### config.mk
export PLATFORM = sky130hd
export DESIGN_NAME = noc_frame_tx
export DESIGN_NICKNAME = d
export VERILOG_FILES = /design/src/rtl/noc_frame_tx_pkg.sv /design/src/rtl/noc_frame_tx_escaper.sv /design/src/rtl/noc_frame_tx.sv
export SDC_FILE = /design/constraint.sdc
export NUM_CORES = 1
export LEC_CHECK = 0
export CAP_MARGIN = 20
export CORE_MARGIN = 3
export CORE_UTILIZATION = 57
export CTS_BUF_LIST = sky130_fd_sc_hd__clkbuf_16
export CTS_CLUSTER_SIZE = 28
export DETAILED_ROUTE_END_ITERATION = 10
export DONT_BUFFER_PORTS = 1
export PLACE_DENSITY = 0.75
export SLEW_MARGIN = 15
export SYNTH_ARGS = -nofsm -noshare
export SYNTH_HDL_FRONTEND = slang
export SYNTH_SLANG_ARGS = --single-unit
### constraint.sdc
create_clock -name clk -period 1.7 [get_ports clk]
set_input_delay 0.255 -clock clk [delete_from_list [all_inputs] [get_ports clk]]
set_output_delay 0.255 -clock clk [all_outputs]
set_load 0.01 [all_outputs]
### src/rtl/noc_frame_tx_pkg.sv
// Shared NoC link constants, packet layout and serializer state encoding.
// NOC_FRAME_TX_CHECKSUM_EN adds the checksum states to the state enum.
package noc_frame_tx_pkg;
  localparam int PAYLOAD_SIZE = 4;

  localparam logic [7:0] FLAG_BYTE = 8'h7E;
  localparam logic [7:0] ESC_BYTE  = 8'h7D;
  localparam logic [7:0] ESC_XOR   = 8'h20;
  localparam logic [7:0] IDLE_BYTE = 8'h00;

  typedef struct packed {
    logic [3:0]                x_dest;
    logic [3:0]                y_dest;
    logic [PAYLOAD_SIZE*8-1:0] payload;
  } packet_t;

  typedef enum logic [3:0] {
    IDLE,
    SOF,
    DEST,
    PAY,
    ESC2,
`ifdef NOC_FRAME_TX_CHECKSUM_EN
    CSUM,
    CSUM_ESC2,
`endif
    EOF,
    TERM
  } frame_tx_state_t;
endpackage

### src/rtl/noc_frame_tx_escaper.sv
// Byte stuffing helper: flags a byte that collides with flag/escape codes
// and supplies its XOR-ed substitute.
module noc_byte_escaper
  import noc_frame_tx_pkg::*;
(
  input  logic [7:0] b,
  output logic       needs_esc,
  output logic [7:0] esc_byte
);
  assign needs_esc = (b == FLAG_BYTE) || (b == ESC_BYTE);
  assign esc_byte  = b ^ ESC_XOR;
endmodule

### src/rtl/noc_frame_tx.sv
// Output-port frame serializer: pops one packet and emits 7E, dest, payload, 7E, 00.
// Define NOC_FRAME_TX_CHECKSUM_EN to append an escaped XOR checksum byte.
module noc_frame_tx
  import noc_frame_tx_pkg::*;
#(
  parameter int PAYLOAD_BYTES = PAYLOAD_SIZE,
  parameter int TERM_BYTES    = 1
) (
  input  logic       clk,
  input  logic       rst,
  input  packet_t    pkt_in,
  input  logic       pkt_valid,
  output logic       pkt_rd_en,
  output logic [7:0] out_byte,
  output logic       busy,
  output logic       frame_done
);
  localparam int SR_W  = (PAYLOAD_BYTES + 1) * 8;
  localparam int CNT_W = $clog2(PAYLOAD_BYTES + 2);
  localparam logic [CNT_W-1:0] LAST_CNT  = CNT_W'(PAYLOAD_BYTES + 1);
  localparam logic [1:0]       TERM_LAST = 2'(TERM_BYTES - 1);

  frame_tx_state_t   state, state_n;
  logic [SR_W-1:0]   sreg;
  logic [CNT_W-1:0]  cnt;
  logic [1:0]        tcnt, tcnt_n;
  logic              esc_pend, esc_n;
  logic [7:0]        byte_n;
  logic              shift, pop, fdone_n, next_item, emit_top;
  logic [7:0]        top, top_x;
  logic              top_esc;

  // {dest, payload} shifts out MSB first; top is always the next data byte
  assign top = sreg[SR_W-1 -: 8];

  noc_byte_escaper u_esc_data (.b(top), .needs_esc(top_esc), .esc_byte(top_x));

`ifdef NOC_FRAME_TX_CHECKSUM_EN
  logic [7:0] csum, csum_n, csum_x;
  logic       csum_esc;
  noc_byte_escaper u_esc_csum (.b(csum), .needs_esc(csum_esc), .esc_byte(csum_x));
`endif

  always_comb begin
    state_n   = state;
    byte_n    = IDLE_BYTE;
    shift     = 1'b0;
    esc_n     = 1'b0;
    pop       = 1'b0;
    fdone_n   = 1'b0;
    tcnt_n    = tcnt;
    next_item = 1'b0;
    emit_top  = 1'b0;
`ifdef NOC_FRAME_TX_CHECKSUM_EN
    csum_n    = csum;
`endif
    case (state)
      IDLE: if (pkt_valid) begin
        pop     = 1'b1;
        state_n = SOF;
        byte_n  = FLAG_BYTE;
      end
      SOF: begin
        state_n  = DEST;
        emit_top = 1'b1;
      end
      DEST, PAY: if (esc_pend) begin
        state_n = ESC2;
        byte_n  = top_x;
        shift   = 1'b1;
      end else begin
        next_item = 1'b1;
      end
      ESC2: next_item = 1'b1;
`ifdef NOC_FRAME_TX_CHECKSUM_EN
      CSUM: if (esc_pend) begin
        state_n = CSUM_ESC2;
        byte_n  = csum_x;
      end else begin
        state_n = EOF;
        byte_n  = FLAG_BYTE;
      end
      CSUM_ESC2: begin
        state_n = EOF;
        byte_n  = FLAG_BYTE;
      end
`endif
      EOF: begin
        state_n = TERM;
        tcnt_n  = 2'd0;
        fdone_n = (TERM_LAST == 2'd0);
      end
      TERM: if (tcnt == TERM_LAST) begin
        // Back-to-back frames: the next flag replaces the idle byte
        if (pkt_valid) begin
          pop     = 1'b1;
          state_n = SOF;
          byte_n  = FLAG_BYTE;
        end else begin
          state_n = IDLE;
        end
      end else begin
        tcnt_n  = tcnt + 2'd1;
        fdone_n = (tcnt_n == TERM_LAST);
      end
      default: state_n = IDLE;
    endcase

    if (next_item) begin
      if (cnt == LAST_CNT) begin
`ifdef NOC_FRAME_TX_CHECKSUM_EN
        state_n = CSUM;
        byte_n  = csum_esc ? ESC_BYTE : csum;
        esc_n   = csum_esc;
`else
        state_n = EOF;
        byte_n  = FLAG_BYTE;
`endif
      end else begin
        state_n  = PAY;
        emit_top = 1'b1;
      end
    end

    // An escaped byte stays at top until its second half goes out in ESC2
    if (emit_top) begin
      byte_n = top_esc ? ESC_BYTE : top;
      esc_n  = top_esc;
      shift  = !top_esc;
`ifdef NOC_FRAME_TX_CHECKSUM_EN
      csum_n = csum ^ top;
`endif
    end
  end

  assign pkt_rd_en = pop & rst;

  always_ff @(posedge clk or negedge rst) begin
    if (!rst) begin
      state      <= IDLE;
      out_byte   <= IDLE_BYTE;
      busy       <= 1'b0;
      frame_done <= 1'b0;
      esc_pend   <= 1'b0;
      tcnt       <= 2'd0;
      cnt        <= '0;
      sreg       <= '0;
`ifdef NOC_FRAME_TX_CHECKSUM_EN
      csum       <= 8'h00;
`endif
    end else begin
      state      <= state_n;
      out_byte   <= byte_n;
      busy       <= (state_n != IDLE);
      frame_done <= fdone_n;
      esc_pend   <= esc_n;
      tcnt       <= tcnt_n;
      if (pop) begin
        sreg <= {pkt_in.x_dest, pkt_in.y_dest, pkt_in.payload[PAYLOAD_BYTES*8-1:0]};
        cnt  <= '0;
      end else if (shift) begin
        sreg <= {sreg[SR_W-9:0], 8'h00};
        cnt  <= cnt + 1'b1;
      end
`ifdef NOC_FRAME_TX_CHECKSUM_EN
      csum <= pop ? 8'h00 : csum_n;
`endif
    end
  end
endmodule

==> impl_metrics.env, run 1 <==
export IMPL_status="finished, violations left"
export IMPL_violations="setup timing"
export IMPL_routed_wl_um=8210
export IMPL_dieHeight_um=81.3
export IMPL_drv_cap=0
export IMPL_ios=54
export IMPL_first_pass_iters=4
export IMPL_synth_nets=367
export IMPL_routedWlPerCell_um=19.4
export IMPL_cts_tree="done"
export IMPL_tns_ns=-0.849
export IMPL_numCtsBuffers=9
export IMPL_ff_latch_area_sq_um=1500
export IMPL_synth_compound_area_share=0.275
export IMPL_drv_slew=0
export IMPL_drt_initial_drc_count=206
export IMPL_reg2reg_slack_ns=-0.06
export IMPL_setup_viol=42
export IMPL_crit_chain="nor4b_2 -> o21a_2 -> buf_6 -> a2111oi_1 -> a211oi_2"
export IMPL_crit_arrival_ns=1.94
export IMPL_core_rowCount=26
export IMPL_die_w_um=81.3
export IMPL_cp_slowest_cell="a2111oi_1"
export IMPL_leakagePower_nw=1.83
export IMPL_netlist_area_sq_um=3230
export IMPL_slew_limit_headroom=0.649
export IMPL_start_kind="register"
export IMPL_clkTransAtPathRegs_ns=0.05
export IMPL_num_antenna_cells=0
export IMPL_r2r_cells=5
export IMPL_r2r_end="cnt[1]$_DFFE_PN0P_"
export IMPL_min_to="sreg[5]$_DFFE_PN0P_"
export IMPL_start_util=0.610
export IMPL_via_per_inst=6.14
export IMPL_clk_latency_ns=0.33
export IMPL_grt_pass1_vias=2557
export IMPL_fill_cells=316
export IMPL_final_cell_mix="nand2_1, dfrtp_1, o211ai_1"
export IMPL_antenna_found_initial=0
export IMPL_ys_seq_elements=60
export IMPL_synth_async_reset_ratio=1.00
export IMPL_yosys_area_top_type_share=0.464
export IMPL_cts_root_buf="clkbuf_16"
export IMPL_hold_depth=2
export IMPL_synthXorXnorAreaFrac=0.00271
export IMPL_end_kind="register"
export IMPL_synth_edf_count=0
export IMPL_synth_main_ff_cell="dfrtp_1"
export IMPL_ys_types=43
export IMPL_gp_congestion=0.852
export IMPL_vdd_drop_max_uv=1030
export IMPL_yosys_top_cells_area="dfrtp_1, o211ai_2, nand2_1"
export IMPL_fin_crit_sh=1.04
export IMPL_clock_sink_count=60
export IMPL_core_area_sq_um=5300
export IMPL_nets=395
export IMPL_htree_levels=3
export IMPL_layout_drive_gt1_share=0.326
export IMPL_rsz0062_at_grt="yes"
export IMPL_cpPeakStageDelay_ns=0.50
export IMPL_netlist_instances=320
export IMPL_power_density_nw_per_um2=1570
export IMPL_crit_fanout=5
export IMPL_syn_to_final_growth_pct=27.4
export IMPL_numPortBuffers=0
export IMPL_fmax_mhz=567
export IMPL_cp_data_required_time_ns=1.88
export IMPL_r2r_start="state[1]$_DFF_PN0_"
export IMPL_grt_max_degree=61
export IMPL_finalWorstSetupSlack_ns=-0.0636
export IMPL_utilization=0.777
export IMPL_num_vias=2597
export IMPL_final_area_sq_um=4120
export IMPL_finalClockSkew_ns=0.00522
export IMPL_tightest_slew_ns=0.525
export IMPL_synth_top_family_by_area="compound AO/OA/AOI/OAI gates"
export IMPL_hold_viol=0
export IMPL_yosysTopAreaCell="dfrtp_1"
export IMPL_ys_seq_area_frac=0.464
export IMPL_min_from="pkt_in[5]"
export IMPL_ys_warn_count=0
export IMPL_clk_path_buf_depth=2
export IMPL_critPathKind="reg -> reg"
export IMPL_layout_commonest_cell="nand2_1"
export IMPL_synth_simple_gate_area_frac=0.173
export IMPL_dp_hpwl_um=4920
export IMPL_period_minus_slack_ns=1.76
export IMPL_muxShareOfSynthArea=0.00310
export IMPL_track_usage=0.255
export IMPL_hp_class="in -> reg"
export IMPL_place_area_sq_um=3520
export IMPL_multi_input_area_sq_um=1630
export IMPL_die_area_sq_um=6610
export IMPL_yosys_area_share_adder=0.0155
export IMPL_grt_overflow_total=0
export IMPL_drc=0
export IMPL_syn_area_per_cell_sq_um=10.1
export IMPL_grt_pass1_wl_um=12600
export IMPL_dp_slack_ns=-0.0307
export IMPL_ant_nets=0
==> stage by stage <==
stage / hold WS [ns] / power (W) / std cells
2_1_floorplan: -0.0406 / 0.00370 / 320
3_3_place_gp: -0.0393 / 0.00412 / 395
3_5_place_dp: -0.0392 / 0.00423 / 395
4_1_cts: 0.0464 / 0.00626 / 416
5_1_grt: 0.0592 / 0.00682 / 423
6_report: 0.0509 / 0.00645 / 423
==> where the power goes <==
part	switching (W)	internal, W
combinational	0.00112	0.00108
clock	0.000605	0.00126
sequential	0.000412	0.00197
total	0.00213	0.00432
==> cell families (layout without fill, tap and decap cells) <==
family | after synthesis | count (layout)
simple gates | 120 | 120
compound gates | 101 | 101
flops | 60 | 60
buf+inv | 32 | 65
fa+ha+maj | 4 | 4
other cells | 1 | 1
xor+xnor | 1 | 1
mux | 1 | 1
==> per-layer routing <==
metal	GRT usage	wire, um
met1	0.332	3500
met2	0.411	4100
met3	0.0776	503
met4	0.0726	109
met5	0	0
==> worst max-delay path by stage <==
stage                         startpoint                    to  slack (ns)  cells past startpoint
floorplan             state[2]$_DFF_PN0_  sreg[10]$_DFFE_PN0P_       -0.03                      7
finish                state[1]$_DFF_PN0_    cnt[1]$_DFFE_PN0P_       -0.06                      5
detailed placement    cnt[1]$_DFFE_PN0P_    cnt[0]$_DFFE_PN0P_       -0.03                      7
global placement      state[1]$_DFF_PN0_  sreg[37]$_DFFE_PN0P_        0.02                      7
global route        sreg[34]$_DFFE_PN0P_    cnt[1]$_DFFE_PN0P_       -0.10                      4
CTS                   state[2]$_DFF_PN0_             pkt_rd_en       -0.03                      4
==> final cells by class <==
class                      instances  share of cell area
multi-input combinational        228               0.395
sequential                        60               0.365
timing repair buffer              45               0.140
clock buffer                       9              0.0547
tap                               70              0.0213
clock inverter                     7              0.0200
inverter                           4             0.00364
==> critical path: cells and delay by family, from the launching register on <==
kind            cells  cell delay [ns]
compound gates      3             0.83
flops               1             0.44
simple gates        1             0.18
buf+inv             1             0.16
==> cells in the mapped netlist (all sizes together), types with 3 or more instances <==
library cell	count
dfrtp	60
nand3	3
buf	18
nand4	3
nor2b	3
o211ai	67
o21ai	16
and2	3
o21a	6
inv	4
nor2	6
ha	4
nand2	92
clkbuf	10
==> state kept, by name, summed over array words and instances (netlist names) <==
signal and flops:
busy 1, esc_pend 1, frame_done 1, state 4, out_byte 8, tcnt 2, sreg 40, cnt 3
==> repair_timing <==
item | CTS | global route
resized for setup | 17 | 18
hold buffers | 2 | 0
endpoints found under the setup margin | 46 | 47
hold endpoints to repair | 60 | 0
pin swaps | 23 | 2
gates cloned | 0 | 4
buffers inserted | 3 | 3
No activity file was read; power rests on OpenSTA's default activity.
==> run 2, diff against run 1 <==
- CAP_MARGIN: 20 -> default
- HOLD_SLACK_MARGIN: default -> 0.08
==> run 2 against run 1 <==
Non-clock buffer count is 32 higher. Worst hold slack improved by 0.021 ns. Sequential share of layout area fell by 2.8 points. Via count is 13% higher. Final area up 8.2%. First-iteration DRC count is 48% higher. Utilization rose by 6.4 points. Final cell count is 7.8% higher. Clock power about the same. Clock skew increased by 0.0020 ns. The run still ends with setup timing left.
==> impl_metrics.env, run 2 (synthesized netlist as in run 1, its figures left out) <==
export IMPL_hold_viol=0
export IMPL_clkTransAtPathRegs_ns=0.05
export IMPL_clk_latency_ns=0.33
export IMPL_layout_commonest_cell="nand2_1"
export IMPL_largest_register="sreg"
export IMPL_ios=54
export IMPL_place_area_sq_um=3520
export IMPL_finalClockSkew_ns=0.00723
export IMPL_leakagePower_nw=1.97
export IMPL_rsz0062_at_grt="yes"
export IMPL_clk_path_buf_depth=2
export IMPL_via_per_inst=6.42
export IMPL_grt_max_degree=61
export IMPL_track_usage=0.285
export IMPL_final_cell_mix="nand2_1, dfrtp_1, o211ai_1"
export IMPL_dp_hpwl_um=4920
export IMPL_period_minus_slack_ns=1.78
export IMPL_min_to="sreg[18]$_DFFE_PN0P_"
export IMPL_dieHeight_um=81.3
export IMPL_tns_ns=-1.30
export IMPL_power_density_nw_per_um2=1490
export IMPL_end_kind="register"
export IMPL_r2r_cells=4
export IMPL_routedWlPerCell_um=20.3
export IMPL_die_area_sq_um=6610
export IMPL_r2r_end="cnt[1]$_DFFE_PN0P_"
export IMPL_num_vias=2926
export IMPL_drv_cap=0
export IMPL_syn_to_final_growth_pct=37.9
export IMPL_drv_slew=0
export IMPL_numCtsBuffers=9
export IMPL_status="finished, violations left"
export IMPL_reg2reg_slack_ns=-0.08
export IMPL_cts_root_buf="clkbuf_16"
export IMPL_finalPower_w=0.00665
export IMPL_core_area_sq_um=5300
export IMPL_layout_cells_non_filler=456
export IMPL_placed_cells=395
export IMPL_nets=427
export IMPL_start_kind="register"
export IMPL_htree_levels=3
export IMPL_critical_path_buf_inv_count=0
export IMPL_hp_class="in -> reg"
export IMPL_cp_data_required_time_ns=1.92
export IMPL_min_from="pkt_in[18]"
export IMPL_die_w_um=81.3
export IMPL_ant_nets=0
export IMPL_cpLargestDelayFamily="compound AO/OA/AOI/OAI gates"
export IMPL_finalWorstSetupSlack_ns=-0.0825
export IMPL_cts_tree="done"
export IMPL_cp_startpoint="state[2]$_DFF_PN0_"
export IMPL_grt_overflow_total=0
export IMPL_violations="setup timing"
export IMPL_gp_congestion=0.852
export IMPL_drt_initial_drc_count=304
export IMPL_critPathKind="reg -> reg"
export IMPL_fill_cells=257
export IMPL_fmax_mhz=561
export IMPL_core_rowCount=26
export IMPL_antenna_found_initial=0
export IMPL_final_area_sq_um=4460
export IMPL_setup_viol=44
export IMPL_crit_fanout=5
export IMPL_first_pass_iters=4
export IMPL_vdd_drop_max_uv=833
export IMPL_timing_hold_ws_ns=0.0718
export IMPL_crit_arrival_ns=2.01
export IMPL_grt_pass1_wl_um=14000
export IMPL_drc=0
export IMPL_cpPeakStageDelay_ns=0.60
export IMPL_hold_depth=2
export IMPL_routed_wl_um=9270
export IMPL_r2r_start="state[2]$_DFF_PN0_"
export IMPL_largestRegisters="sreg x40, out_byte x8, state x4"
export IMPL_clock_sink_count=60
export IMPL_grt_pass1_vias=2836
export IMPL_numPortBuffers=0
export IMPL_cp_slowest_cell="or4b_4"
export IMPL_start_util=0.610
export IMPL_layout_drive_gt1_share=0.304
export IMPL_fin_crit_sh=1.05
export IMPL_largest_reg_flops=40
export IMPL_crit_chain="or4b_4 -> a31oi_2 -> a2111oi_2 -> a211oi_2"
[run 2: cell types whose count changed in the layout (fill, tap and decap cells not counted)]
cell | before | now
dlygate4sd3_1 | 1 | 33
a2111oi_1 | 1 | 0
a2111oi_2 | 1 | 2
and2_1 | 2 | 1
and2_4 | 1 | 2
buf_12 | 12 | 13
buf_6 | 4 | 3
diode_2 | 0 | 1
o21ai_0 | 5 | 6
o21ai_1 | 11 | 10
[run 2: stage by stage]
stage          setup WS, ns   util
5_1_grt             -0.0887  0.840
2_1_floorplan       -0.0303      -
4_1_cts             -0.0285  0.806
6_report            -0.0825  0.841
3_3_place_gp         0.0158  0.664
3_5_place_dp        -0.0307  0.664
[run 2: power breakdown]
group	leakage [nW]	switching (W)	internal [W]
clock	0.158	0.000620	0.00126
combinational	1.04	0.00120	0.00116
sequential	0.767	0.000433	0.00197
total	1.97	0.00225	0.00440
[run 2: worst reg2reg max path: stages (launching register included)]
cell,delay [ns]
dfrtp_2,0.45
or4b_4,0.60
a31oi_2,0.26
a2111oi_2,0.11
a211oi_2,0.26
[run 2: final cells by class]
type	instances	area [sq um]	share of cell area
inverter	4	15.0	0.00337
tap	70	87.6	0.0196
multi-input combinational	228	1640	0.367
clock inverter	7	82.6	0.0185
clock buffer	9	225	0.0505
antenna	1	2.50	0.000561
timing repair buffer	77	907	0.203
sequential	60	1500	0.337
[run 2: metal layers]
layer  vias to the layer above  track usage  share of wire
li1                       1274            -              -
met2                       164        0.480           0.50
met3                        39       0.0854          0.075
met5                         -            0              0
met4                         0        0.115          0.037
met1                      1449        0.338           0.39
[run 2: worst max-delay path by stage]
stage,end,slack [ns],cells past startpoint
2_1_floorplan,sreg[10]$_DFFE_PN0P_,-0.03,7
3_3_place_gp,sreg[37]$_DFFE_PN0P_,0.02,7
3_5_place_dp,cnt[0]$_DFFE_PN0P_,-0.03,7
4_1_cts,pkt_rd_en,-0.03,4
5_1_grt,sreg[17]$_DFFE_PN0P_,-0.09,5
6_report,cnt[1]$_DFFE_PN0P_,-0.08,4
[run 2: what timing repair did]
| action | CTS | global route |
|---|---|---|
| hold endpoints to repair | 92 | 0 |
| pin swaps | 23 | 8 |
| resized for setup | 17 | 20 |
| buffers inserted | 3 | 4 |
| endpoints found under the setup margin | 46 | 48 |
| cloned | 0 | 3 |
| hold buffers | 34 | 0 |
